===== config.mk =====
export PLATFORM = sky130hd
export DESIGN_NAME = fifo_write_arbiter
export DESIGN_NICKNAME = d
export VERILOG_FILES = /design/src/rtl/fifo_write_arbiter.sv
export SDC_FILE = /design/constraint.sdc
export NUM_CORES = 1
export LEC_CHECK = 0
export CAP_MARGIN = 0
export CORE_MARGIN = 5
export CORE_UTILIZATION = 45
export CTS_CLUSTER_DIAMETER = 100
export DETAILED_ROUTE_END_ITERATION = 8
export GPL_ROUTABILITY_DRIVEN = 0
export PLACE_DENSITY = 0.9
export RECOVER_POWER = 50
export REMOVE_ABC_BUFFERS = 1
export SLEW_MARGIN = 25
export SYNTH_ARGS = -nofsm -noshare
export SYNTH_HDL_FRONTEND = slang
export SYNTH_SLANG_ARGS = --single-unit

===== constraint.sdc =====
create_clock -name clk -period 4.1 [get_ports clk]
set_input_delay 0.82 -clock clk [delete_from_list [all_inputs] [get_ports clk]]
set_output_delay 0.82 -clock clk [all_outputs]
set_load 0.03 [all_outputs]

===== src/rtl/fifo_write_arbiter.sv =====
// fifo_write_arbiter: round-robin arbiter that owns a shared FIFO write port and tracks its occupancy
module fifo_write_arbiter #(
  parameter int NUM_REQ    = 4,
  parameter int DATA_WIDTH = 8,
  parameter int CAPACITY   = 31
) (
  input  logic                          clk,
  input  logic                          reset,
  input  logic [NUM_REQ-1:0]            req,
  input  logic [NUM_REQ*DATA_WIDTH-1:0] req_data,
  input  logic                          fifo_read,
  output logic                          fifo_write,
  output logic [DATA_WIDTH-1:0]         fifo_data,
  output logic [NUM_REQ-1:0]            ack,
  output logic [$clog2(NUM_REQ)-1:0]    grant_id,
  output logic [$clog2(CAPACITY+1)-1:0] occupancy,
  output logic [15:0]                   stall_count,
  output logic                          underflow_err
);
  localparam int IW = $clog2(NUM_REQ);
  localparam int OW = $clog2(CAPACITY + 1);
  localparam logic [OW-1:0] CAP = OW'(CAPACITY);
  logic                  r_write;
  logic [DATA_WIDTH-1:0] r_data;
  logic [NUM_REQ-1:0]    r_ack;
  logic [IW-1:0]         r_gid;
  logic [IW-1:0]         r_ptr;
  logic [OW-1:0]         r_occ;
  logic [15:0]           r_stall;
  logic                  r_uf;
  logic [NUM_REQ-1:0]    w_elig;
  logic [IW-1:0]         w_sel;
  logic [IW-1:0]         w_idx;
  logic                  w_hit;
  logic                  w_full;
  logic                  w_grant;
  logic                  w_dec;
  logic                  w_stall;
  assign w_elig  = req & ~r_ack;
  assign w_full  = r_occ == CAP;
  assign w_grant = |w_elig && !w_full;
  assign w_dec   = fifo_read && r_occ != '0;
  assign w_stall = |w_elig && w_full;
  // scan producers starting at the round-robin pointer and pick the first eligible one
  always_comb begin
    w_hit = 1'b0;
    w_sel = r_ptr;
    w_idx = r_ptr;
    for (int k = 0; k < NUM_REQ; k++) begin
      w_idx = IW'((int'(r_ptr) + k) % NUM_REQ);
      w_sel = (!w_hit && w_elig[w_idx]) ? w_idx : w_sel;
      w_hit = w_hit | w_elig[w_idx];
    end
  end
  // register the write strobe, data, ack and grant bookkeeping for the selected producer
  always_ff @(posedge clk) begin
    if (reset) begin
      r_write <= 1'b0;
      r_data  <= '0;
      r_ack   <= '0;
      r_gid   <= '0;
      r_ptr   <= '0;
    end else begin
      r_write <= w_grant;
      r_ack   <= w_grant ? NUM_REQ'(1) << w_sel : '0;
      r_data  <= w_grant ? req_data[w_sel*DATA_WIDTH +: DATA_WIDTH] : r_data;
      r_gid   <= w_grant ? w_sel : r_gid;
      r_ptr   <= w_grant ? ((w_sel == IW'(NUM_REQ - 1)) ? '0 : w_sel + 1'b1) : r_ptr;
    end
  end
  // track occupancy from grants and reads, count full-FIFO stalls and latch underflow
  always_ff @(posedge clk) begin
    if (reset) begin
      r_occ   <= '0;
      r_stall <= '0;
      r_uf    <= 1'b0;
    end else begin
      r_occ   <= (w_grant && !w_dec) ? r_occ + 1'b1 : (!w_grant && w_dec) ? r_occ - 1'b1 : r_occ;
      r_stall <= (w_stall && r_stall != 16'hFFFF) ? r_stall + 1'b1 : r_stall;
      r_uf    <= r_uf | (fifo_read && r_occ == '0);
    end
  end
  assign fifo_write    = r_write;
  assign fifo_data     = r_data;
  assign ack           = r_ack;
  assign grant_id      = r_gid;
  assign occupancy     = r_occ;
  assign stall_count   = r_stall;
  assign underflow_err = r_uf;
endmodule


==> results of run 1 <==
-- path summary, 6_finish.rpt --
kind	startpoint	endpoint	cells past startpoint	slack [ns]
max	req[0]	occupancy[4]	12	0.80
min	grant_id[1]	grant_id[1]	2	0.48
max reg2reg	occupancy[0]	occupancy[4]	10	1.13
min reg2reg	grant_id[1]	grant_id[1]	2	0.48
-- layout by cell type, fill, tap and decap left out, drive strengths merged, types with 2 or more instances in the layout --
master	instances
clkdlybuf4s50	45
a21oi	39
dfxtp	39
dlygate4sd3	30
nand2	27
nand4	23
nor2	15
o21ai	13
clkbuf	10
mux2	8
a32oi	8
or3	8
inv	7
or4	7
nand3	6
ha	5
nand2b	4
o31ai	4
and4	3
nor2b	3
a21o	3
xnor2	3
mux2i	3
o41ai	3
and3	3
o311ai	3
o21a	2
o221ai	2
xor2	2
and2	2
buf	2
-- metrics by stage --
stage / util, % / instances / hold WS, ns
2_1_floorplan: - / 252 / 0.536
3_3_place_gp: 63.3 / 398 / 0.460
3_5_place_dp: 63.3 / 398 / 0.466
4_1_cts: 65.4 / 406 / 0.485
5_1_grt: 65.2 / 406 / 0.516
6_report: 65.2 / 406 / 0.479
-- power by group through the flow --
stage	Sequential [W]	Combinational, W	Clock (W)
2_1_floorplan	0.000699	0.000401	0
3_3_place_gp	0.000554	0.000838	0
3_5_place_dp	0.000558	0.000858	0
4_1_cts	0.000551	0.000865	0.000290
5_1_grt	0.000565	0.000909	0.000306
6_report	0.000549	0.000841	0.000287
-- state kept, by name (all words and copies together) (netlist names) --
register / flops
r_ptr: 2
fifo_data: 8
fifo_write: 1
underflow_err: 1
stall_count: 16
ack: 4
occupancy: 5
grant_id: 2
-- critical path, stage by stage --
cell and delay [ns]:
clkdlybuf4s50_1 0.46, nand2b_1 0.12, and4_1 0.29, nor2_1 0.15
ha_1 0.22, inv_1 0.11, fa_1 0.42, a21o_1 0.20
a21oi_1 0.17, xnor2_1 0.09, or3_1 0.31, a21oi_1 0.16
-- routing by layer --
layer	share of wire (%)	global-route usage, %	vias up	routed length [um]
met5	0	0	-	0
met4	1.5	6.59	0	91
li1	-	-	1155	-
met1	42	23.3	1088	2640
met3	6.1	5.61	9	381
met2	50	32.9	91	3140
-- cell type report --
type / count / area, um2
inverters: 8 / 30.0
clock buffers: 8 / 100
repair buffers: 79 / 773
multi-input cells: 205 / 1330
fillers: 403 / 1650
flip-flops and latches: 39 / 781
well taps: 67 / 83.8
-- cell families after synthesis --
family / Yosys count / share of synthesized area (%)
AO/OA/AOI/OAI: 80 / 22.7
XOR/XNOR: 5 / 1.98
adder cells (fa/ha/maj): 6 / 3.72
buffers and inverters: 23 / 4.63
flip-flops: 39 / 35.2
multiplexers: 11 / 5.42
AND/OR/NAND/NOR: 103 / 26.4
==> flow_summary.json, run 1 <==
{
  "cts_hold_buf": 0,
  "timing.hold.worst.class": "register to register",
  "cap_violations": 0,
  "yosys.cell_types.count": 41,
  "setup_viol": 0,
  "grt_overflow_total": 0,
  "cp.required_ns": 4.31,
  "power.density_nw_per_um2": 541,
  "area_delta_synth_final_pct": 39.9,
  "die_area_um2": 6430,
  "drt-initial-drc-count": 179,
  "cts_htree_levels": 2,
  "placed_area_um2": 3010,
  "final_layout_size_suffix_gt1_share_pct": 6.78,
  "crit_path_end_kind": "register",
  "viasPerCell": 5.77,
  "crit_fanout": 5,
  "grt_max_degree": 24,
  "pin_count": 76,
  "fin_crit_sh_pct": 80.6,
  "antenna_found_initial": 0,
  "dieWidth_um": 80.2,
  "cts-root-buf": "clkbuf_8",
  "yosys.area.top_type": "dfxtp_1",
  "die_h_um": 80.2,
  "numCtsBuffers": 5,
  "leakagePower_nw": 1.17,
  "async_flop_share_pct": 0,
  "rsz0062_at_grt": "no",
  "fp-row-count": 25,
  "clk_path_buf_depth": 2,
  "max_clock_freq_mhz": 303,
  "report.final.slew_viol_count": 0,
  "clock_skew_ns": 0.00987,
  "fin_area_um2": 3100,
  "postCtsResizedCells": 0,
  "syn-cell-area_um2": 2220,
  "clk_pin_slew_ns": 0.07,
  "fin_setup_tns_ns": 0,
  "min_period_ns": 3.30,
  "grt_pass1_vias": 2173,
  "drtAntennaViolNets": 0,
  "outcome": "completed",
  "core-area_um2": 4750,
  "cp-start-kind": "input pin",
  "antenna_cells": 0,
  "drc": 0,
  "ys.warnings.count": 0,
  "power_frac_comb_pct": 50.1,
  "wl_um": 6250,
  "grt_use_total_pct": 19.4,
  "max_slew_margin_pct": 32.7,
  "cts_tree": "built",
  "synth-main-ff-cell": "dfxtp_1",
  "grt_pass1_wl_um": 9970,
  "firstDrtPassIters": 4,
  "arrival_ns": 3.51,
  "dpl.hpwl_um": 4600,
  "synth.top_cell.area_share_pct": 35.2,
  "place_ws_ns": 0.547,
  "finalPower_w": 0.00168,
  "swShare_pct": 41.7,
  "vias": 2343,
  "synth_edf_count": 0,
  "ys_top_cells_by_area": "dfxtp_1 35%, a21oi_1 8.8%, nand4_1 5.9%",
  "seq_area_frac_synth_pct": 35.2,
  "cts_sinks": 39,
  "synth.top_cells.by_count": "39 x a21oi_1, 39 x dfxtp_1, 27 x nand2_1, 21 x nand4_1, 15 x nor2_1",
  "switchingPower_w": 0.000699,
  "vdd.ir_drop.worst_mv": 0.388,
  "hold_viol": 0,
  "clk_latency_ns": 0.30,
  "p_int_w": 0.000978,
  "synth_area_per_cell_um2": 8.30,
  "fin_ws_ns": 0.796,
  "clkPwrFrac_pct": 17.1,
  "start_util_pct": 46.6,
  "critPathKind": "input pin to register",
  "port_buffers": 75,
  "wl_per_cell_um": 15.4,
  "cts_setup_buffers": 0,
  "worst_pin_slew_ns": 1.01,
  "syn_inst": 267,
  "seqPwrFrac_pct": 32.7,
  "synth-seq-cells": 39,
  "final_nets": 383
}
No activity file was read; power rests on OpenSTA's default activity.
==> run 2: changes to the inputs <==
Clock period 4.1 ns to 3.2 ns, I/O delays scaled along.
==> run 2 against run 1 <==
Compared with the run above:
- utilization increased by 1.2 points
- first-iteration DRC count decreased by 6.1%
- setup slack got worse by 0.58 ns
- final cell count increased by 2.5%
- final area increased by 1.9%
- hold slack improved by 0.0038 ns
- routed wire length increased by 7.3%
- sequential share of layout area decreased by 0.46 points
- non-clock buffer count increased by 10
- via count increased by 3.5%
- power increased by 30%
- register-to-register slack got worse by 0.83 ns
==> flow_summary.json, run 2 (same netlist as run 1, synthesis figures left out) <==
{
  "cpMostUsedCell": "a21oi_1",
  "pin_count": 76,
  "antenna_cells": 0,
  "fin_setup_tns_ns": 0,
  "grt_pass1_vias": 2321,
  "numCtsBuffers": 5,
  "rr_worst_depth": 10,
  "crit_slowest_cell": "dlygate4sd3_1",
  "wl_per_cell_um": 16.1,
  "hold_depth": 2,
  "wl_um": 6700,
  "largest_reg_flops": 16,
  "dpl.hpwl_um": 4930,
  "drc": 0,
  "drt-initial-drc-count": 168,
  "clk_latency_ns": 0.31,
  "clk_pin_slew_ns": 0.07,
  "antenna_found_initial": 0,
  "critPathKind": "input pin to register",
  "fin_area_um2": 3160,
  "vias": 2425,
  "cpPeakStageDelay_ns": 0.54,
  "die_area_um2": 6430,
  "placed_area_um2": 3080,
  "cts_htree_levels": 2,
  "grt_overflow_total": 0,
  "leakagePower_nw": 1.20,
  "timing.rr.start": "occupancy[0]",
  "setup_viol": 0,
  "viasPerCell": 5.83,
  "final_nets": 393,
  "firstDrtPassIters": 5,
  "layout_common_cells": "45 x clkdlybuf4s50_1, 39 x a21oi_1, 39 x dfxtp_1, 30 x dlygate4sd3_1, 27 x nand2_1",
  "outcome": "completed",
  "clock_skew_ns": 0.00831,
  "cp.required_ns": 3.43,
  "dieWidth_um": 80.2,
  "arrival_ns": 3.22,
  "crit_fanout": 5,
  "cts_sinks": 39,
  "power.density_nw_per_um2": 690,
  "die_h_um": 80.2,
  "max_clock_freq_mhz": 335,
  "hold_viol": 0,
  "fin_ws_ns": 0.217,
  "timing.hold.worst.class": "register to register",
  "min_period_ns": 2.98,
  "worst_pin_slew_ns": 0.799,
  "fill_cells": 394,
  "max_slew_margin_pct": 46.6,
  "rrSetupSlack_ns": 0.30,
  "path_cells": "dlygate4sd3_1 > nand2b_1 > and4_1 > nor2_2 > ha_1 > inv_1 > fa_1 > a21o_1 > a21oi_1 > xnor2_1 > or3_1 > a21oi_1",
  "place_ws_ns": -0.0823,
  "grt_use_total_pct": 21.0,
  "min_to": "underflow_err",
  "worstHoldStart": "underflow_err",
  "crit_path_end_kind": "register",
  "grt_max_degree": 20,
  "port_buffers": 75,
  "final_layout_size_suffix_gt1_share_pct": 9.46,
  "cap_violations": 0,
  "vdd.ir_drop.worst_mv": 0.479,
  "final_common_cell": "clkdlybuf4s50_1",
  "report.final.slew_viol_count": 0,
  "fp-row-count": 25,
  "cp-start-kind": "input pin",
  "timing.rr.end": "occupancy[4]",
  "cts_setup_buffers": 0,
  "core-area_um2": 4750,
  "area_delta_synth_final_pct": 42.5,
  "grt_pass1_wl_um": 10800,
  "cts-root-buf": "clkbuf_8",
  "rsz0062_at_grt": "no",
  "fin_crit_sh_pct": 93.2,
  "drtAntennaViolNets": 0,
  "cts_tree": "built",
  "clk_path_buf_depth": 2,
  "start_util_pct": 46.6
}
run 2: changes by cell type in the layout (fill, tap and decap cells not counted), sizes merged:
cell / before / now
clkinv: 1 / 2
buf: 2 / 12
clkbuf: 10 / 8
clkinvlp: 0 / 1
run 2: stage by stage:
step           power, W  hold WS (ns)  util (%)  instances
6_report        0.00218         0.482      66.4        416
5_1_grt         0.00232         0.525      66.4        416
4_1_cts         0.00222         0.491      66.7        416
3_5_place_dp    0.00187         0.458      64.9        408
3_3_place_gp    0.00184         0.465      64.9        408
2_1_floorplan   0.00141         0.536         -        252
run 2: power breakdown:
| group | switching, W | total [W] | internal, W |
|---|---|---|---|
| Clock | 0.000185 | 0.000337 | 0.000152 |
| Combinational | 0.000647 | 0.00114 | 0.000494 |
| Sequential | 0.0000994 | 0.000700 | 0.000601 |
run 2: layer usage:
layer | share of wire [%] | up-vias | global-route usage [%]
li1 | - | 1172 | -
met1 | 40 | 1116 | 24.8
met2 | 49 | 121 | 34.8
met3 | 7.8 | 16 | 6.50
met4 | 2.8 | 0 | 9.46
met5 | 0 | - | 0
run 2: cell type report:
class                   count  area [um2]  share of cell area, %
flip-flops and latches     39         781                   24.7
well taps                  67        83.8                   2.65
clock buffers               6        72.6                   2.30
repair buffers             89         848                   26.9
multi-input cells         205        1330                   42.1
inverters                   8        30.0                  0.950
clock inverters             2        12.5                  0.396
run 2: worst max path at each step:
stage	slack, ns	from	cells after the start	end
finish	0.22	req[3]	12	occupancy[4]
global route	0.03	req[3]	12	occupancy[4]
CTS	0.22	req[2]	12	occupancy[4]
detailed placement	-0.08	req[2]	12	occupancy[4]
global placement	0.03	req[2]	12	occupancy[4]
floorplan	-0.11	req[0]	11	occupancy[4]
run 2: what timing repair did:
action | in CTS | in global routing
endpoints found under the setup margin | 0 | 1
gates resized for setup | 0 | 1
hold buffers | 0 | 0
run 2: worst max-delay path, delay by kind of cell:
family                     cells  cell delay [ns]
and+or+nand+nor                4             0.74
buffers and inverters          2             0.64
xor gates and xnor gates       1             0.10
AOI/OAI and AO/OA              3             0.51
adders and majority gates      2             0.60
